==> config.mk <==
export PLATFORM = sky130hd
export DESIGN_NAME = uart_tx_arbiter
export DESIGN_NICKNAME = d
export VERILOG_FILES = /design/src/rtl/uart_tx_arbiter.sv
export SDC_FILE = /design/constraint.sdc
export NUM_CORES = 1
export LEC_CHECK = 0
export CAP_MARGIN = 20
export CORE_MARGIN = 4
export CORE_UTILIZATION = 40
export DETAILED_ROUTE_END_ITERATION = 10
export PLACE_DENSITY_LB_ADDON = 0.12
export REMOVE_ABC_BUFFERS = 1
export SYNTH_ARGS = -nofsm -noshare
export SYNTH_HDL_FRONTEND = slang
export SYNTH_SLANG_ARGS = --single-unit
==> constraint.sdc <==
create_clock -name clk -period 5.1 [get_ports clk]
set_input_delay 1.02 -clock clk [delete_from_list [all_inputs] [get_ports clk]]
set_output_delay 1.02 -clock clk [all_outputs]
set_load 0.005 [all_outputs]
==> src/rtl/uart_tx_arbiter.sv <==
// Round-robin packet arbiter sharing one UART TX FIFO between N byte sources.
// It can add an ID header byte to each packet, and it pulses tx_start only when the serial link is idle.
module uart_tx_arbiter #(
  parameter int N      = 4,
  parameter bit ID_HDR = 1'b1
) (
  input  logic           clk,
  input  logic           reset,
  input  logic [N-1:0]   req,
  input  logic [8*N-1:0] req_data,
  input  logic [N-1:0]   req_last,
  output logic [N-1:0]   grant,
  output logic [N-1:0]   ack,
  input  logic           fifo_full,
  input  logic           fifo_empty,
  input  logic           tx_tick,
  output logic           fifo_wr,
  output logic [7:0]     fifo_wdata,
  output logic           tx_start,
  output logic           link_busy
);

  typedef enum logic [1:0] {IDLE, HDR, DATA} state_t;

  state_t       state, state_nxt;
  logic [N-1:0] grant_nxt;
  logic [2:0]   gidx, gidx_nxt;
  logic [2:0]   last, last_nxt;
  logic [2:0]   pick;
  logic [7:0]   lane;
  logic         req_g;
  logic         last_g;

  // Walk the candidates from farthest to nearest after 'last', so the nearest requester wins.
  always_comb begin
    pick = '0;
    for (int k = N; k >= 1; k--) begin
      for (int j = 0; j < N; j++) begin
        if (req[j] && (((int'(last) + k) % N) == j)) pick = 3'(j);
      end
    end
  end

  always_comb begin
    lane = '0;
    for (int j = 0; j < N; j++) begin
      if (gidx == 3'(j)) lane = req_data[8*j +: 8];
    end
  end

  assign req_g  = |(req & grant);
  assign last_g = |(req_last & grant);

  always_ff @(posedge clk or negedge reset) begin
    if (!reset) begin
      state <= IDLE;
      grant <= '0;
      gidx  <= '0;
      last  <= 3'(N-1);
    end else begin
      state <= state_nxt;
      grant <= grant_nxt;
      gidx  <= gidx_nxt;
      last  <= last_nxt;
    end
  end

  always_comb begin
    state_nxt  = state;
    grant_nxt  = grant;
    gidx_nxt   = gidx;
    last_nxt   = last;
    ack        = '0;
    fifo_wr    = 1'b0;
    fifo_wdata = '0;
    case (state)
      IDLE: begin
        if (|req) begin
          gidx_nxt = pick;
          for (int j = 0; j < N; j++) grant_nxt[j] = (pick == 3'(j));
          state_nxt = ID_HDR ? HDR : DATA;
        end
      end
      HDR: begin
        if (!fifo_full) begin
          fifo_wr    = 1'b1;
          fifo_wdata = 8'h80 | {5'd0, gidx};
          state_nxt  = DATA;
        end
      end
      DATA: begin
        // A stalled owner keeps the grant; nobody else may cut into its packet.
        if (req_g && !fifo_full) begin
          ack        = req & grant;
          fifo_wr    = 1'b1;
          fifo_wdata = lane;
          if (last_g) begin
            last_nxt  = gidx;
            grant_nxt = '0;
            state_nxt = IDLE;
          end
        end
      end
      default: state_nxt = IDLE;
    endcase
  end

  // Once started, the transmitter chains FIFO bytes by itself; restart only from true idle.
  always_ff @(posedge clk or negedge reset) begin
    if (!reset) begin
      tx_start  <= 1'b0;
      link_busy <= 1'b0;
    end else begin
      tx_start <= 1'b0;
      if (!link_busy && !fifo_empty) begin
        tx_start  <= 1'b1;
        link_busy <= 1'b1;
      end else if (link_busy && tx_tick && fifo_empty) begin
        link_busy <= 1'b0;
      end
    end
  end

endmodule

# ---- Yosys cells after proc, flatten, opt, wreduce, memory -nomap -nowiden
# Cells that the tools add are included.
dict set report classes {
  n_bitwise 6
  n_mux 39
  n_reduce_logical 41
  addsub 4
  n_eq_ne 24
}
# operator n
set op_table {}
lappend op_table {{zero test 32 bit} 3}
lappend op_table {{two-way mux 8 bit} 6}
lappend op_table {{two-way mux 3 bit} 11}
lappend op_table {{== test 3 x 2 -> 1 bit, second input constant} 8}
lappend op_table {{== test 3 bit, second input constant} 8}
lappend op_table {{two-way mux 4 bit} 5}
lappend op_table {{logical AND 1 bit} 19}
lappend op_table {{case mux 8 bit (2 select lines)} 1}
lappend op_table {{two-way mux 2 bit} 7}
lappend op_table {{OR reduction 4 bit} 3}
lappend op_table {{bitwise AND 4 bit} 2}
lappend op_table {{!= test 2 bit, second input constant} 4}
lappend op_table {{case mux 4 bit (2 select lines)} 1}
lappend op_table {{AND reduction 4 bit} 2}
lappend op_table {{OR reduction 2 bit} 4}
lappend op_table {{== test 3 x 1 -> 1 bit, second input constant} 2}
lappend op_table {{zero test 3 bit} 2}
lappend op_table {{two-way mux 1 bit} 6}
lappend op_table {{case mux 2 bit (3 select lines)} 1}
lappend op_table {{adder 2 x 1 -> 2 bit, second input constant} 2}
lappend op_table {{adder 2 bit, second input constant} 2}
lappend op_table {{bitwise AND 1 bit, first input constant} 4}
lappend op_table {{nonzero test 2 bit} 2}
lappend op_table {{zero test 1 bit} 3}
lappend op_table {{other kinds (6)} 6}
dict set report word_totals {
  elab_cells 120
  inputBits 45
  ff_bits 13
  output_inout_bits 19
}

# ---- Depth between registers and ports, before layout
dict set report depth {
  word_depth 23
  mapped_depth 7
  depth_no_buf 6
}

# ---- Worst setup path after synthesis
# OpenSTA, ideal clock, no wires.
dict set report synth_path {
  kind {input-to-output}
  start {input port req[0]}
  end {output port fifo_wdata[0]}
  slack_ns 2.299
  t_required_ns 4.080
  n_path_buf 1
  cell_stages 4
  t_arrival_ns 1.781
  path_cell_list {a22oi_1 > a21oi_2 > buf_6 > a32o_1}
}
dict set report synth_between {
  elab_chain_cells 5
}
# element line_no
set synth_lines {}
lappend synth_lines {{start: declaration} 9} ;# input logic [N-1:0] req,
lappend synth_lines {{bitwise AND 4 bit} 51} ;# assign req_g = |(req & grant);
lappend synth_lines {{OR reduction 4 bit} 51}
lappend synth_lines {{logical AND 1 bit} 93} ;# if (req_g && !fifo_full) begin
lappend synth_lines {{two-way mux 8 bit} 93}
lappend synth_lines {{case mux 8 bit (2 select lines)} 76} ;# case (state)
lappend synth_lines {{end: declaration} 18} ;# output logic [7:0] fifo_wdata,
# No other way between the ends.

# ---- Worst setup path after layout
# Same ends and word-level chain as after synthesis.

==> results.yml <==
finish:
  final.fill_count: 195
  num_antenna_cells: 0
  syn_to_final_growth_pct: 66.1
  multi_input_area_um2: 698
  nets: 213
  drive_gt1_frac: 0.152
  regArea_um2: 303
global_routing:
  grtUsageTotal: 0.175
  gr-total-overflow: 0
  grt_max_degree: 13
  grt_pass1_vias: 1087
  antenna_found_initial: 0
  grt_pass1_wl_um: 4640
logic_synthesis:
  synth-xor-area-share: 0
  post-synth-top-count-cell: "nand2_1"
  synth_top_area_cell: "dfrtp_1"
  syn_avg_cell_area_um2: 10.4
  synth_area_leaders: "dfrtp_1 24%, mux4_2 17%, dfstp_2 5.1%"
  syn_inst: 100
  synth_compound_area_frac: 0.249
  synth_cell_type_count: 39
  ys_seq_area_frac: 0.292
  synth-simple-area-share: 0.175
  synth_top_family_by_area: "compound AO/OA/AOI/OAI gates"
  synth_commonest_cells: "12 x nand2_1, 10 x dfrtp_1, 8 x mux4_2, 7 x nor2_1"
  dominantRegCellSynth: "dfrtp_1"
  syn-cell-area_um2: 1040
  ys_ff_latch: 12
  ys_warn_count: 0
  synth_fa_ha_area_frac: 0.0362
  synth_top_cell_area_share: 0.242
  async_flop_share: 1.00
  synth_edf_count: 0
  synth.area.mux_share: 0.214
sta:
  hold_violations: 0
  finClkSkew_ns: 0.00622
  drv_slew: 0
  setup_viol: 0
  finalCritPeriodShare: 0.810
  min_period_ns: 4.13
  worst_pin_slew_ns: 0.545
  rsz0062_at_grt: "false"
  max_clock_freq_ghz: 0.242
  tns_ns: 0
  relSlewSlack: 0.636
worst_setup_path:
  worstSetupStartpointType: "primary input"
  path_buf_inv: 2
  crit_path_frequent_cell: "clkdlybuf4s50_1"
  path_delay_family: "buffers and inverters"
  worstPathArrival_ns: 3.11
  critPathMaxStageDelay_ns: 0.63
  worstPathRequired_ns: 4.08
  worstPathCellList: "clkdlybuf4s50_1 -> a22oi_1 -> a21oi_2 -> a32o_1 -> clkdlybuf4s50_1"
  path_class: "primary input to output port"
  worst-path-max-fanout: 11
  cpMaxStageDelayCell: "clkdlybuf4s50_1"
  endpoint_kind: "output port"
pwr:
  leakagePower_nw: 0.691
  total_power_mw: 0.661
  max-vdd-ir-drop_uv: 273
  p_per_area_nw_per_um2: 384
route:
  vias_per_cell: 5.66
  antenna_left: 0
  drt_iter0_drc: 34
  vias: 1098
  wire_per_inst_um: 14.7
  drt_first_pass_iters: 4
  drc: 0
  totalWireLength_um: 2850
place:
  portBuffers: 63
  gp_congestion: 0.841
  hpwl_um: 2360
clock_tree:
  cts.path.max_buffers: 2
  cts_tree: "done"
  cts_resized: 0
  holdBufCountCts: 0
  clock_latency_ns: 0.27
  htree_num_levels: 1
  cts-root-buf: "clkbuf_4"
  cts_made_buffers: 3
  post_cts_buffers: 0
  clk_pin_slew_ns: 0.07
  clkSinkCount: 12
die:
  start_util: 0.418
  die_area_um2: 3470
  ios: 64
  die_w_um: 58.9
  die_h_um: 58.9
  core-area_um2: 2480
  rows: 18
job:
  cap_violations: 0
worst_hold_path:
  hp-class: "flip-flop to flip-flop"
outcome:
  status: "complete, no violations"
## through the flow
stage | area [um^2] | hold slack (ns) | utilization | cells | worst slack [ns]
after floorplan | 1020 | 0.442 | - | 97 | 2.30
after global placement | 1680 | 0.439 | 0.680 | 190 | 1.01
after detailed placement | 1680 | 0.444 | 0.680 | 190 | 0.987
after CTS | 1720 | 0.459 | 0.694 | 194 | 0.970
after global routing | 1720 | 0.490 | 0.694 | 194 | 0.857
final | 1720 | 0.451 | 0.694 | 194 | 0.971
## final timing paths
path	start	endpoint	slack, ns	cells after the start
max in group asynchronous	reset	last[0]	3.63	1
min in group asynchronous	reset	grant[3]	1.10	1
min	link_busy	tx_start	0.45	1
max reg2reg	state[0]	grant[3]	3.14	6
max	req[0]	fifo_wdata[0]	0.97	5
min reg2reg	link_busy	tx_start	0.45	1
## placed cells by master (no fill, tap or decap), types with 2 or more instances in the layout
cell type / count
ha_1: 3
mux2_4: 2
dfstp_2: 2
a211o_1: 2
a21oi_2: 2
clkbuf_4: 3
nor2_1: 7
nand2_1: 12
inv_1: 4
dfrtp_1: 10
a21oi_1: 4
and3_1: 4
a32o_1: 3
o21ai_0: 5
mux4_2: 8
a22oi_1: 5
clkdlybuf4s50_1: 63
nand2b_1: 3
o21a_1: 2
## flip-flops by register name, indices dropped and copies added, names as in the netlist
register	cells
grant	4
link_busy	1
state	2
gidx	2
tx_start	1
last	2
## metal layers
metal,up-vias,track usage,part of all wire
li1,520,-,-
met1,514,0.198,0.41
met2,60,0.298,0.46
met3,4,0.0658,0.11
met4,0,0.0680,0.011
met5,-,0,0
## cell type report
class / instances / area share
Multi-Input combinational cell: 81 / 0.406
Inverter: 4 / 0.00873
Sequential cell: 12 / 0.176
Timing Repair Buffer: 63 / 0.367
Tap cell: 30 / 0.0218
Clock buffer: 4 / 0.0211
## cells by family (layout without fill, tap and decap cells)
group | Yosys count | count (layout)
compound gates | 31 | 31
flops | 12 | 12
fa+ha+maj | 3 | 3
simple gates | 36 | 36
mux | 11 | 11
buf+inv | 7 | 71
## power breakdown
group / switching, mW / internal (mW)
Sequential: 0.0606 / 0.135
Clock: 0.0321 / 0.0434
Combinational: 0.163 / 0.227
Total: 0.255 / 0.406
(Power assumes the default switching activity.)
